## config.mk

```make
export PLATFORM = sky130hd
export DESIGN_NAME = spi_slave_rx_flat
export DESIGN_NICKNAME = d
export VERILOG_FILES = /design/src/rtl/spi_slave_rx_pkg.sv /design/src/rtl/spi_slave_rx_if.sv /design/src/rtl/spi_slave_rx_sync_edge.sv /design/src/rtl/spi_slave_rx.sv /design/src/flat_wrapper.sv
export SDC_FILE = /design/constraint.sdc
export NUM_CORES = 1
export LEC_CHECK = 0
export CAP_MARGIN = 5
export CORE_ASPECT_RATIO = 0.75
export CORE_UTILIZATION = 41
export DETAILED_ROUTE_END_ITERATION = 8
export PLACE_DENSITY = 0.72
export REMOVE_ABC_BUFFERS = 1
export SYNTH_ARGS = -nofsm -noshare
export SYNTH_HDL_FRONTEND = slang
export SYNTH_HIERARCHICAL = 1
export SYNTH_SLANG_ARGS = --single-unit
```

## constraint.sdc

```tcl
create_clock -name clk -period 2.1 [get_ports clk]
set_clock_uncertainty 0.1 [all_clocks]
set_input_delay 0.315 -clock clk [delete_from_list [all_inputs] [get_ports clk]]
set_output_delay 0.315 -clock clk [all_outputs]
set_load 0.005 [all_outputs]
```

## src/rtl/spi_slave_rx_pkg.sv

```systemverilog
// Shared definitions for the SPI slave endpoint: default frame width,
// bit counter width and the frame state encoding.
package spi_pkg;

  localparam int SPI_DATA_W = 16;
  localparam int SPI_CNT_W  = $clog2(SPI_DATA_W + 1);

  typedef enum logic [1:0] {
    IDLE  = 2'd0,
    SHIFT = 2'd1,
    DONE  = 2'd2
  } state_e;

endpackage

```

## src/rtl/spi_slave_rx_if.sv

```systemverilog
// Bundle of the SPI pins and the local TX/RX handshake of the slave endpoint.
// The slave modport is the endpoint's view; master is the view of whatever drives it.
interface spi_slave_rx_if
  import spi_pkg::*;
#(
  parameter int DATA_W = SPI_DATA_W
);

  logic              cs_n;
  logic              sclk;
  logic              mosi;
  logic              miso;
  logic [DATA_W-1:0] tx_data;
  logic              tx_load;
  logic              tx_ready;
  logic [DATA_W-1:0] rx_data;
  logic              rx_valid;
  logic              overrun;
  logic              rx_ack;
  logic              busy;
  logic [SPI_CNT_W-1:0] bit_count;

  modport slave (
    input  cs_n, sclk, mosi, tx_data, tx_load, rx_ack,
    output miso, tx_ready, rx_data, rx_valid, overrun, busy, bit_count
  );

  modport master (
    output cs_n, sclk, mosi, tx_data, tx_load, rx_ack,
    input  miso, tx_ready, rx_data, rx_valid, overrun, busy, bit_count
  );

endinterface

```

## src/rtl/spi_slave_rx_sync_edge.sv

```systemverilog
// Multi-flop synchroniser for one asynchronous pin, followed by one extra
// register so rising and falling edges of the synchronised level can be detected.
module spi_sync_edge #(
  parameter int   SYNC_STAGES = 2,
  parameter logic RESET_VAL   = 1'b0
) (
  input  logic clk,
  input  logic reset,
  input  logic async_i,
  output logic sync_o,
  output logic rise_o,
  output logic fall_o
);

  logic [SYNC_STAGES-1:0] chain_q;
  logic                   prev_q;

  always_ff @(posedge clk) begin
    if (reset) begin
      chain_q <= {SYNC_STAGES{RESET_VAL}};
      prev_q  <= RESET_VAL;
    end else begin
      chain_q <= {chain_q[SYNC_STAGES-2:0], async_i};
      prev_q  <= chain_q[SYNC_STAGES-1];
    end
  end

  assign sync_o = chain_q[SYNC_STAGES-1];
  assign rise_o = chain_q[SYNC_STAGES-1] & ~prev_q;
  assign fall_o = ~chain_q[SYNC_STAGES-1] & prev_q;

endmodule

```

## src/rtl/spi_slave_rx.sv

```systemverilog
// SPI slave endpoint: oversamples cs_n/sclk/mosi, receives MSB-first MOSI words
// and returns a locally loaded word on MISO LSB-first.
module spi_slave_rx
  import spi_pkg::*;
#(
  parameter int DATA_W      = SPI_DATA_W,
  parameter int SYNC_STAGES = 2
) (
  input  logic           clk,
  input  logic           reset,
  spi_slave_rx_if.slave  bus
);

  logic cs_sync, cs_rise, cs_fall;
  logic sclk_rise, sclk_fall, sclk_sync_unused;
  logic mosi_sync, mosi_rise_unused, mosi_fall_unused;

  spi_sync_edge #(.SYNC_STAGES(SYNC_STAGES), .RESET_VAL(1'b1)) u_sync_cs (
    .clk(clk), .reset(reset), .async_i(bus.cs_n),
    .sync_o(cs_sync), .rise_o(cs_rise), .fall_o(cs_fall)
  );

  spi_sync_edge #(.SYNC_STAGES(SYNC_STAGES), .RESET_VAL(1'b0)) u_sync_sclk (
    .clk(clk), .reset(reset), .async_i(bus.sclk),
    .sync_o(sclk_sync_unused), .rise_o(sclk_rise), .fall_o(sclk_fall)
  );

  spi_sync_edge #(.SYNC_STAGES(SYNC_STAGES), .RESET_VAL(1'b0)) u_sync_mosi (
    .clk(clk), .reset(reset), .async_i(bus.mosi),
    .sync_o(mosi_sync), .rise_o(mosi_rise_unused), .fall_o(mosi_fall_unused)
  );

  state_e               state_q;
  logic [DATA_W-1:0]    rx_shift_q;
  logic [DATA_W-1:0]    tx_shift_q;
  logic [DATA_W-1:0]    shadow_q;
  logic [DATA_W-1:0]    rx_data_q;
  logic [SPI_CNT_W-1:0] bit_count_q;
  logic                 miso_q;
  logic                 tx_ready_q;
  logic                 rx_valid_q;
  logic                 overrun_q;
  logic                 busy_q;
  logic                 unacked_q;

  logic                 transfer_d;
  logic [DATA_W-1:0]    tx_next_d;

  // A frame start (from IDLE or back-to-back from DONE) moves the shadow into tx_shift.
  always_comb begin
    transfer_d = 1'b0;
    if ((state_q == IDLE) && cs_fall) begin
      transfer_d = 1'b1;
    end
    if ((state_q == DONE) && !cs_sync) begin
      transfer_d = 1'b1;
    end
    tx_next_d = tx_ready_q ? '0 : shadow_q;
  end

  always_ff @(posedge clk) begin
    if (reset) begin
      state_q     <= IDLE;
      rx_shift_q  <= '0;
      tx_shift_q  <= '0;
      shadow_q    <= '0;
      rx_data_q   <= '0;
      bit_count_q <= '0;
      miso_q      <= 1'b0;
      tx_ready_q  <= 1'b1;
      rx_valid_q  <= 1'b0;
      overrun_q   <= 1'b0;
      busy_q      <= 1'b0;
      unacked_q   <= 1'b0;
    end else begin
      rx_valid_q <= 1'b0;

      // A fresh rx_valid wins over a simultaneous ack, which only retires the older word.
      if (rx_valid_q) begin
        unacked_q <= 1'b1;
      end else if (bus.rx_ack) begin
        unacked_q <= 1'b0;
      end

      if (bus.tx_load && (tx_ready_q || transfer_d)) begin
        shadow_q   <= bus.tx_data;
        tx_ready_q <= 1'b0;
      end else if (transfer_d) begin
        tx_ready_q <= 1'b1;
      end

      unique case (state_q)
        IDLE: begin
          miso_q <= tx_shift_q[0];
          if (cs_fall) begin
            tx_shift_q  <= tx_next_d;
            miso_q      <= tx_next_d[0];
            bit_count_q <= '0;
            busy_q      <= 1'b1;
            state_q     <= SHIFT;
          end
        end

        SHIFT: begin
          if (cs_rise) begin
            bit_count_q <= '0;
            busy_q      <= 1'b0;
            state_q     <= IDLE;
          end else begin
            if (sclk_rise) begin
              rx_shift_q  <= {rx_shift_q[DATA_W-2:0], mosi_sync};
              bit_count_q <= bit_count_q + SPI_CNT_W'(1);
              if (bit_count_q == SPI_CNT_W'(DATA_W - 1)) begin
                state_q <= DONE;
              end
            end
            // With no bit taken yet, a falling edge is the tail of the previous frame.
            if (sclk_fall && (bit_count_q != '0)) begin
              tx_shift_q <= {1'b0, tx_shift_q[DATA_W-1:1]};
              miso_q     <= tx_shift_q[1];
            end
          end
        end

        DONE: begin
          rx_data_q  <= rx_shift_q;
          rx_valid_q <= 1'b1;
          if (unacked_q && !bus.rx_ack) begin
            overrun_q <= 1'b1;
          end
          if (!cs_sync) begin
            tx_shift_q  <= tx_next_d;
            miso_q      <= tx_next_d[0];
            bit_count_q <= '0;
            state_q     <= SHIFT;
          end else begin
            busy_q  <= 1'b0;
            state_q <= IDLE;
          end
        end

        default: begin
          state_q <= IDLE;
        end
      endcase
    end
  end

  assign bus.miso      = miso_q;
  assign bus.tx_ready  = tx_ready_q;
  assign bus.rx_data   = rx_data_q;
  assign bus.rx_valid  = rx_valid_q;
  assign bus.overrun   = overrun_q;
  assign bus.busy      = busy_q;
  assign bus.bit_count = bit_count_q;

endmodule

```

## src/flat_wrapper.sv

```systemverilog
// flat-port wrapper written by rule: the top's interface ports become plain ports
module spi_slave_rx_flat import spi_pkg::*;
#(
  parameter int DATA_W      = SPI_DATA_W,
  parameter int SYNC_STAGES = 2
)
  (clk, reset, bus_cs_n, bus_sclk, bus_mosi, bus_tx_data, bus_tx_load, bus_rx_ack, bus_miso, bus_tx_ready, bus_rx_data, bus_rx_valid, bus_overrun, bus_busy, bus_bit_count);
  spi_slave_rx_if #(.DATA_W(DATA_W)) bus_i ();
  input  logic clk;
  input  logic reset;
  input wire logic [$bits(bus_i.cs_n)-1:0] bus_cs_n;
  input wire logic [$bits(bus_i.sclk)-1:0] bus_sclk;
  input wire logic [$bits(bus_i.mosi)-1:0] bus_mosi;
  input wire logic [$bits(bus_i.tx_data)-1:0] bus_tx_data;
  input wire logic [$bits(bus_i.tx_load)-1:0] bus_tx_load;
  input wire logic [$bits(bus_i.rx_ack)-1:0] bus_rx_ack;
  output wire logic [$bits(bus_i.miso)-1:0] bus_miso;
  output wire logic [$bits(bus_i.tx_ready)-1:0] bus_tx_ready;
  output wire logic [$bits(bus_i.rx_data)-1:0] bus_rx_data;
  output wire logic [$bits(bus_i.rx_valid)-1:0] bus_rx_valid;
  output wire logic [$bits(bus_i.overrun)-1:0] bus_overrun;
  output wire logic [$bits(bus_i.busy)-1:0] bus_busy;
  output wire logic [$bits(bus_i.bit_count)-1:0] bus_bit_count;
  assign bus_i.cs_n = bus_cs_n;
  assign bus_i.sclk = bus_sclk;
  assign bus_i.mosi = bus_mosi;
  assign bus_i.tx_data = bus_tx_data;
  assign bus_i.tx_load = bus_tx_load;
  assign bus_i.rx_ack = bus_rx_ack;
  assign bus_miso = bus_i.miso;
  assign bus_tx_ready = bus_i.tx_ready;
  assign bus_rx_data = bus_i.rx_data;
  assign bus_rx_valid = bus_i.rx_valid;
  assign bus_overrun = bus_i.overrun;
  assign bus_busy = bus_i.busy;
  assign bus_bit_count = bus_i.bit_count;
  spi_slave_rx #(.DATA_W(DATA_W), .SYNC_STAGES(SYNC_STAGES)) u_core (.clk(clk), .reset(reset), .bus(bus_i));
endmodule
```

==> results.json, run 1 <==
{
  "multiInputGateArea_um2": 1650,
  "post-place-ws_ns": 0.117,
  "final_nets": 461,
  "slew_violations": 0,
  "max_freq_mhz": 510,
  "power_frac_comb_pct": 24.1,
  "clk_pin_slew_ns": 0.06,
  "p_leak_nw": 1.56,
  "reg2reg_depth": 6,
  "grt_pass1_vias": 2462,
  "htreeDepth": 3,
  "power_density_nw_per_um2": 950,
  "cp-end-kind": "output port",
  "relSlewSlack_pct": 61.5,
  "p_int_mw": 2.94,
  "r2r_end": "u_core/tx_shift_q[14]",
  "p_seq_share_pct": 42.5,
  "crit_chain": "clkdlybuf4s50_1",
  "route.detailed.drc": 0,
  "gp_congestion": 0.817,
  "syn_avg_cell_area_um2": 9.02,
  "io_pins": 49,
  "clkSinkCount": 85,
  "fin_util_pct": 53.8,
  "holdPathStages": 1,
  "core_um2": 8090,
  "synth.cell_area_um2": 3510,
  "grtUsageTotal_pct": 16.8,
  "cp_slowest_stage_delay_ns": 0.61,
  "max-vdd-ir-drop_mv": 0.412,
  "cts_tree": "done",
  "vias": 2731,
  "die_area_um2": 8940,
  "port_buffers": 48,
  "post_cts_buffers": 0,
  "p_sw_mw": 1.20,
  "drtAntennaViolNets": 0,
  "dp_hpwl_um": 4670,
  "die_w_um": 109,
  "hold_viol": 0,
  "viasPerCell": 5.06,
  "critical_path_class": "reg -> out",
  "hold_slack_ns": 0.303,
  "numCtsBuffers": 9,
  "r2r_start": "u_core/bus.bit_count[1]",
  "drive_gt1_share_pct": 6.67,
  "crit_arrival_ns": 1.55,
  "max_cap_violations": 0,
  "setup.worst_path.start_class": "register",
  "die_y_um": 82.1,
  "grt_pass1_wl_um": 11500,
  "final_cell_mix": "85 x dfxtp_1, 51 x a21oi_1, 47 x clkdlybuf4s50_1",
  "min_period_over_period_pct": 93.4,
  "root_buffer": "clkbuf_16",
  "p_sw_share_pct": 29.0,
  "routedWlPerCell_um": 13.0,
  "worst-r2r-setup-slack_ns": 0.16,
  "std_cell_rows": 28,
  "clk_path_buf_depth": 2,
  "final_common_cell": "dfxtp_1",
  "netlist_instances": 389,
  "rsz0062_at_grt": "false",
  "cp_max_fo": 10,
  "grt_max_degree": 81,
  "drt_pre_antenna_iters": 4,
  "power_mw": 4.14,
  "fill_cells": 728,
  "worst_pin_slew_ns": 0.578,
  "drtIter0Drc": 134,
  "cpMaxStageDelayCell": "dfxtp_1",
  "min_period_ns": 1.96,
  "finalWirelength_um": 7020,
  "cts_resized": 0,
  "ctsHoldBuffers": 0,
  "hp-start": "u_core/u_sync_cs/chain_q[0]",
  "min_path_type": "reg -> reg",
  "path_buf_inv": 1,
  "crit_family": "flip-flops",
  "required_ns": 1.68,
  "grt_antenna_before_repair": 0,
  "seq_area_um2": 1700,
  "grt_remaining_overflow": 0,
  "clk-insertion-delay-late_ns": 0.32,
  "min_to": "u_core/u_sync_cs/chain_q[1]",
  "n_antenna_cell": 0,
  "status": "finished, final reports clean",
  "initial_core_util_pct": 43.4,
  "worst_slack_ns": 0.138,
  "area_growth_pct": 24.2,
  "setup_viol": 0,
  "p_clk_share_pct": 33.5,
  "yosysWarnings": 6
}
-- layer usage --
metal | up-vias | routed length, um | track usage, %
li1 | 1407 | - | -
met5 | - | 0 | 0
met4 | 0 | 40 | 7.30
met3 | 2 | 208 | 3.85
met2 | 45 | 3100 | 26.8
met1 | 1277 | 3670 | 22.0
-- final cells by class --
| type | instances | area share, % |
|---|---|---|
| inverter | 10 | 0.861 |
| clock inverter | 2 | 0.230 |
| multi-input combinational | 267 | 37.9 |
| tap | 105 | 3.01 |
| clock buffer | 13 | 5.74 |
| sequential | 85 | 39.0 |
| timing repair buffer | 58 | 13.2 |
-- stage by stage --
stage	std cells	TNS (ns)	cell area (um^2)
2_1_floorplan	362	-8.50	3380
3_3_place_gp	525	0	4080
3_5_place_dp	525	0	4080
4_1_cts	540	0	4340
5_1_grt	540	0	4360
6_report	540	0	4360
-- power groups by stage --
| stage | sequential, mW | clock (mW) | combinational [mW] |
|---|---|---|---|
| floorplan | 1.79 | 0 | 0.570 |
| global placement | 1.79 | 0 | 0.944 |
| CTS | 1.76 | 1.43 | 0.977 |
| global route | 1.77 | 1.49 | 1.10 |
| finish | 1.76 | 1.38 | 0.996 |
| detailed placement | 1.79 | 0 | 0.974 |
-- state kept, by name (all words and copies together), names as in the netlist, 2 cells and up --
register / flops
u_core/u_sync_mosi/chain_q: 2
u_core/tx_shift_q: 16
u_core/bus.bit_count: 5
u_core/u_sync_cs/chain_q: 2
u_core/rx_shift_q: 16
u_core/shadow_q: 16
u_core/state_q: 2
u_core/bus.rx_data: 16
u_core/u_sync_sclk/chain_q: 2
-- worst max-delay path by stage --
| stage | slack [ns] | to | cells past startpoint | from |
|---|---|---|---|---|
| finish | 0.14 | bus_tx_ready | 1 | u_core/bus.tx_ready |
| global route | 0.004 | u_core/tx_shift_q[12] | 7 | u_core/state_q[0] |
| CTS | 0.10 | u_core/tx_shift_q[11] | 7 | u_core/state_q[0] |
| detailed placement | 0.12 | u_core/tx_shift_q[11] | 7 | u_core/state_q[0] |
| global placement | 0.21 | u_core/tx_shift_q[11] | 7 | u_core/state_q[1] |
| floorplan | -0.55 | u_core/tx_shift_q[15] | 6 | u_core/state_q[0] |
(Power assumes the default switching activity.)
==> inputs of run 2 (changes only) <==
--- a/config.mk
+++ b/config.mk
@@ -10,7 +10,6 @@
 export CORE_UTILIZATION = 41
 export DETAILED_ROUTE_END_ITERATION = 8
 export PLACE_DENSITY = 0.72
-export REMOVE_ABC_BUFFERS = 1
 export SYNTH_ARGS = -nofsm -noshare
 export SYNTH_HDL_FRONTEND = slang
 export SYNTH_HIERARCHICAL = 1
==> run 2 against run 1 <==
Net effect: clock-buffer cell count fell by 4; maximum frequency fell by 0.76%; routed wire length fell by 1.6%; utilization rose by 0.43 points; register-to-register slack barely moved; non-clock buffer count fell by 1; die area did not move; sequential share of layout area fell by 0.31 points; design area rose by 0.80%; critical endpoint unchanged; largest cell class unchanged.
==> results.json, run 2 (synthesis gave the netlist of run 1 again) <==
{
  "gp_congestion": 0.861,
  "grt_pass1_vias": 2472,
  "post_cts_buffers": 0,
  "drive_gt1_share_pct": 6.67,
  "htreeDepth": 3,
  "min_path_type": "reg -> reg",
  "root_buffer": "clkbuf_16",
  "path_buf_inv": 1,
  "die_y_um": 82.1,
  "initial_core_util_pct": 43.4,
  "area_growth_pct": 25.2,
  "setup.worst_path.start_class": "register",
  "final_common_cell": "dfxtp_1",
  "critical_path_class": "reg -> out",
  "cts_resized": 0,
  "crit_arrival_ns": 1.56,
  "die_w_um": 109,
  "syn-num-nets": 419,
  "ctsHoldBuffers": 0,
  "min_period_over_period_pct": 94.1,
  "routedWlPerCell_um": 12.8,
  "std_cell_rows": 28,
  "placedCellCount": 524,
  "clkSinkCount": 85,
  "final_nets": 460,
  "cp-end-kind": "output port",
  "holdPathStages": 1,
  "max_freq_mhz": 506,
  "crit_family": "flip-flops",
  "die_area_um2": 8940,
  "grt_remaining_overflow": 0,
  "io_pins": 49,
  "required_ns": 1.68,
  "max_cap_violations": 0,
  "drt_pre_antenna_iters": 4,
  "final_cell_mix": "85 x dfxtp_1, 51 x a21oi_1, 47 x clkdlybuf4s50_1",
  "design_area_um2": 4390,
  "worst_slack_ns": 0.123,
  "rsz0062_at_grt": "false",
  "cp_slowest_stage_delay_ns": 0.63,
  "min_period_ns": 1.98,
  "grtUsageTotal_pct": 16.7,
  "power_mw": 4.34,
  "cpMaxStageDelayCell": "dfxtp_1",
  "power_density_nw_per_um2": 988,
  "hold_viol": 0,
  "grt_max_degree": 81,
  "n_antenna_cell": 0,
  "p_leak_nw": 1.58,
  "reg2reg_depth": 7,
  "grt_pass1_wl_um": 11400,
  "relSlewSlack_pct": 61.6,
  "dpl_cell_area_um2": 4090,
  "worst-path-stages": 1,
  "setup_viol": 0,
  "viasPerCell": 5.05,
  "clk_pin_slew_ns": 0.06,
  "drtAntennaViolNets": 0,
  "max-vdd-ir-drop_mv": 0.517,
  "route.detailed.drc": 0,
  "drtIter0Drc": 155,
  "fill_cells": 720,
  "numCtsBuffers": 9,
  "dp_hpwl_um": 4620,
  "crit_chain": "clkdlybuf4s50_1",
  "stdcell_count": 540,
  "slew_violations": 0,
  "status": "finished, final reports clean",
  "port_buffers": 48,
  "fin_tns_setup_ns": 0,
  "clk-insertion-delay-late_ns": 0.34,
  "cts_tree": "done",
  "clk_path_buf_depth": 2,
  "worst-r2r-setup-slack_ns": 0.17,
  "cp_max_fo": 13,
  "grt_antenna_before_repair": 0,
  "post-place-ws_ns": 0.189,
  "worst_pin_slew_ns": 0.577,
  "vias": 2726,
  "finalWirelength_um": 6910,
  "core_um2": 8090
}
run 2: cell count changes in the layout (fill, tap and decap cells not counted), moves of 2 or more:
| cell | previous run | this run |
|---|---|---|
| buf_4 | 8 | 6 |
| clkbuf_1 | 3 | 0 |
| inv_6 | 0 | 3 |
| nor3b_1 | 13 | 15 |
| nor3b_2 | 2 | 0 |
run 2: final timing paths:
| check | start | to |
|---|---|---|
| worst max register to register | u_core/state_q[0] | u_core/tx_shift_q[15] |
| worst min register to register | u_core/u_sync_cs/chain_q[0] | u_core/u_sync_cs/chain_q[1] |
| worst max-delay path | u_core/bus.tx_ready | bus_tx_ready |
| worst min-delay path | u_core/u_sync_cs/chain_q[0] | u_core/u_sync_cs/chain_q[1] |
run 2: routing by layer:
layer	global-route usage (%)	part of all wire (%)	wire length (um)	vias up
li1	-	-	-	1409
met1	21.2	50	3480	1269
met2	27.1	45	3130	43
met3	5.57	3.8	261	5
met4	5.27	0.54	37	0
met5	0	0	0	-
run 2: area by class of cell:
cell class | count | area (um^2) | area share (%)
inverter | 10 | 37.5 | 0.854
sequential | 85 | 1700 | 38.7
multi-input combinational | 267 | 1640 | 37.3
clock inverter | 7 | 80.1 | 1.82
tap | 105 | 131 | 2.99
clock buffer | 9 | 225 | 5.13
timing repair buffer | 57 | 581 | 13.2
run 2: power by group:
| group | leakage [nW] | internal (mW) | switching, mW |
|---|---|---|---|
| combinational | 0.741 | 0.426 | 0.556 |
| clock | 0.149 | 0.939 | 0.660 |
| sequential | 0.690 | 1.70 | 0.0606 |
| total | 1.58 | 3.06 | 1.28 |
run 2: stage by stage:
stage / utilization, % / hold slack (ns)
2_1_floorplan: - / 0.283
3_3_place_gp: 50.5 / 0.305
3_5_place_dp: 50.5 / 0.314
4_1_cts: 54.3 / 0.332
5_1_grt: 54.3 / 0.352
6_report: 54.3 / 0.323
==> inputs of run 3 (changes only) <==
--- a/config.mk
+++ b/config.mk
@@ -7,9 +7,10 @@
 export LEC_CHECK = 0
 export CAP_MARGIN = 5
 export CORE_ASPECT_RATIO = 0.75
-export CORE_UTILIZATION = 41
+export CORE_UTILIZATION = 54
 export DETAILED_ROUTE_END_ITERATION = 8
-export PLACE_DENSITY = 0.72
+export PLACE_DENSITY = 0.88
+export SLEW_MARGIN = 40
 export SYNTH_ARGS = -nofsm -noshare
 export SYNTH_HDL_FRONTEND = slang
 export SYNTH_HIERARCHICAL = 1
==> run 3 against run 2 <==
Net effect: register-to-register slack got worse by 0.05 ns; combinational power up 0.4%; first-iteration DRC count increased by 37%; maximum frequency fell by 1.3%.
==> results.json, run 3 (synthesis gave the netlist of run 1 again) <==
{
  "status": "finished, final reports clean",
  "required_ns": 1.68,
  "viasPerCell": 5.44,
  "drtIter0Drc": 212,
  "p_leak_nw": 1.55,
  "route.detailed.drc": 0,
  "routedWlPerCell_um": 14.0,
  "min_period_over_period_pct": 95.3,
  "drtAntennaViolNets": 0,
  "htreeDepth": 3,
  "cp_max_fo": 13,
  "worst-r2r-setup-slack_ns": 0.12,
  "grt_max_degree": 81,
  "stdcell_count": 516,
  "cp-startpoint": "u_core/bus.tx_ready",
  "p_sw_mw": 1.23,
  "min_period_ns": 2.00,
  "worst-path-stages": 1,
  "finalWirelength_um": 7200,
  "clk-insertion-delay-late_ns": 0.36,
  "critical_path_class": "reg -> out",
  "slew_violations": 0,
  "setup.worst_path.start_class": "register",
  "crit_arrival_ns": 1.59,
  "worst_pin_slew_ns": 0.559,
  "reg2reg_depth": 6,
  "grtUsageTotal_pct": 23.3,
  "rsz0062_at_grt": "false",
  "p_seq_share_pct": 43.7,
  "crit_chain": "clkdlybuf4s50_1",
  "relSlewSlack_pct": 62.7,
  "crit_end": "bus_tx_ready",
  "crit_family": "flip-flops",
  "syn-num-nets": 419,
  "setup_viol": 0,
  "post_cts_buffers": 0,
  "drt_pre_antenna_iters": 5,
  "p_int_mw": 2.82,
  "p_sw_share_pct": 30.3,
  "io_pins": 49,
  "port_buffers": 48,
  "power_density_nw_per_um2": 943,
  "root_buffer": "clkbuf_8",
  "clk_pin_slew_ns": 0.09,
  "vias": 2805,
  "max_freq_mhz": 499,
  "r2r_start": "u_core/bus.bit_count[0]",
  "std_cell_rows": 25,
  "final_nets": 460,
  "cp_slowest_stage_delay_ns": 0.61,
  "n_antenna_cell": 0,
  "path_buf_inv": 1,
  "cpMaxStageDelayCell": "dfxtp_1",
  "grt_antenna_before_repair": 0,
  "max-vdd-ir-drop_mv": 0.549,
  "grt_remaining_overflow": 0,
  "power_mw": 4.05,
  "core_um2": 6290,
  "power_frac_comb_pct": 24.4,
  "drive_gt1_share_pct": 6.90,
  "gp_congestion": 0.757,
  "clkSinkCount": 85,
  "grt_pass1_vias": 2553,
  "numCtsBuffers": 9,
  "hold_viol": 0,
  "die_w_um": 95.1,
  "cp-end-kind": "output port",
  "initial_core_util_pct": 55.8,
  "r2r_end": "u_core/tx_shift_q[13]",
  "min_path_type": "reg -> reg",
  "clk_path_buf_depth": 2,
  "placedCellCount": 500,
  "ctsHoldBuffers": 0,
  "die_area_um2": 6830,
  "cts_tree": "done",
  "hold_slack_ns": 0.317,
  "final_cell_mix": "85 x dfxtp_1, 51 x a21oi_1, 47 x clkdlybuf4s50_1",
  "max_cap_violations": 0,
  "p_clk_share_pct": 32.0,
  "final_common_cell": "dfxtp_1",
  "fin_tns_setup_ns": 0,
  "dp_hpwl_um": 4740,
  "die_y_um": 71.8,
  "area_growth_pct": 22.2,
  "grt_pass1_wl_um": 12200
}
-- run 3: changes by cell type in the layout (fill, tap and decap cells not counted) --
cell and delta:
clkinv_4 +2, clkbuf_16 -9, clkinv_2 -1, clkinvlp_4 -1, clkbuf_8 +9, ha_1 -1
bufinv_16 +1, ha_2 +1, inv_8 -1
-- run 3: worst min-delay path by stage --
stage	from	endpoint	slack (ns)	cells past startpoint
final	u_core/u_sync_cs/chain_q[0]	u_core/u_sync_cs/chain_q[1]	0.32	1
after global routing	u_core/u_sync_cs/chain_q[0]	u_core/u_sync_cs/chain_q[1]	0.34	1
after global placement	u_core/u_sync_cs/chain_q[0]	u_core/u_sync_cs/chain_q[1]	0.29	1
after floorplan	u_core/u_sync_cs/chain_q[0]	u_core/u_sync_cs/chain_q[1]	0.28	1
after detailed placement	u_core/u_sync_cs/chain_q[0]	u_core/u_sync_cs/chain_q[1]	0.30	1
after CTS	u_core/u_sync_cs/chain_q[0]	u_core/u_sync_cs/chain_q[1]	0.32	1
-- run 3: repair_timing --
item,4_1_cts,5_1_grt
gates resized for setup,0,1
hold endpoints to repair,0,0
endpoints found under the setup margin,0,1
-- run 3: power groups by stage --
stage,Sequential [mW],Clock [mW],Combinational (mW)
after global placement,1.80,0,0.942
after floorplan,1.79,0,0.686
after global routing,1.78,1.41,1.10
final,1.77,1.29,0.986
after CTS,1.77,1.32,0.981
after detailed placement,1.80,0,0.969
-- run 3: cell type report --
class,count,area [um^2]
multi-input combinational,267,1640
clock buffer,9,124
timing repair buffer,57,581
tap,81,101
sequential,85,1700
fill,475,2000
inverter,10,37.5
clock inverter,7,104
-- run 3: stage by stage --
stage / setup WS [ns] / cell area, um^2 / utilization [%]
floorplan: 0.264 / 3510 / -
global placement: 0.196 / 4060 / 64.5
detailed placement: 0.141 / 4060 / 64.5
CTS: 0.0758 / 4290 / 68.2
finish: 0.0977 / 4290 / 68.2
global route: 0.0139 / 4290 / 68.2
-- run 3: per-layer routing --
layer  vias up  track usage, %  part of all wire (%)
met2        77            34.8                    46
met3        13            7.96                   6.1
li1       1405               -                     -
met1      1310            30.8                    47
met4         0            9.76                   1.6
met5         -               0                     0
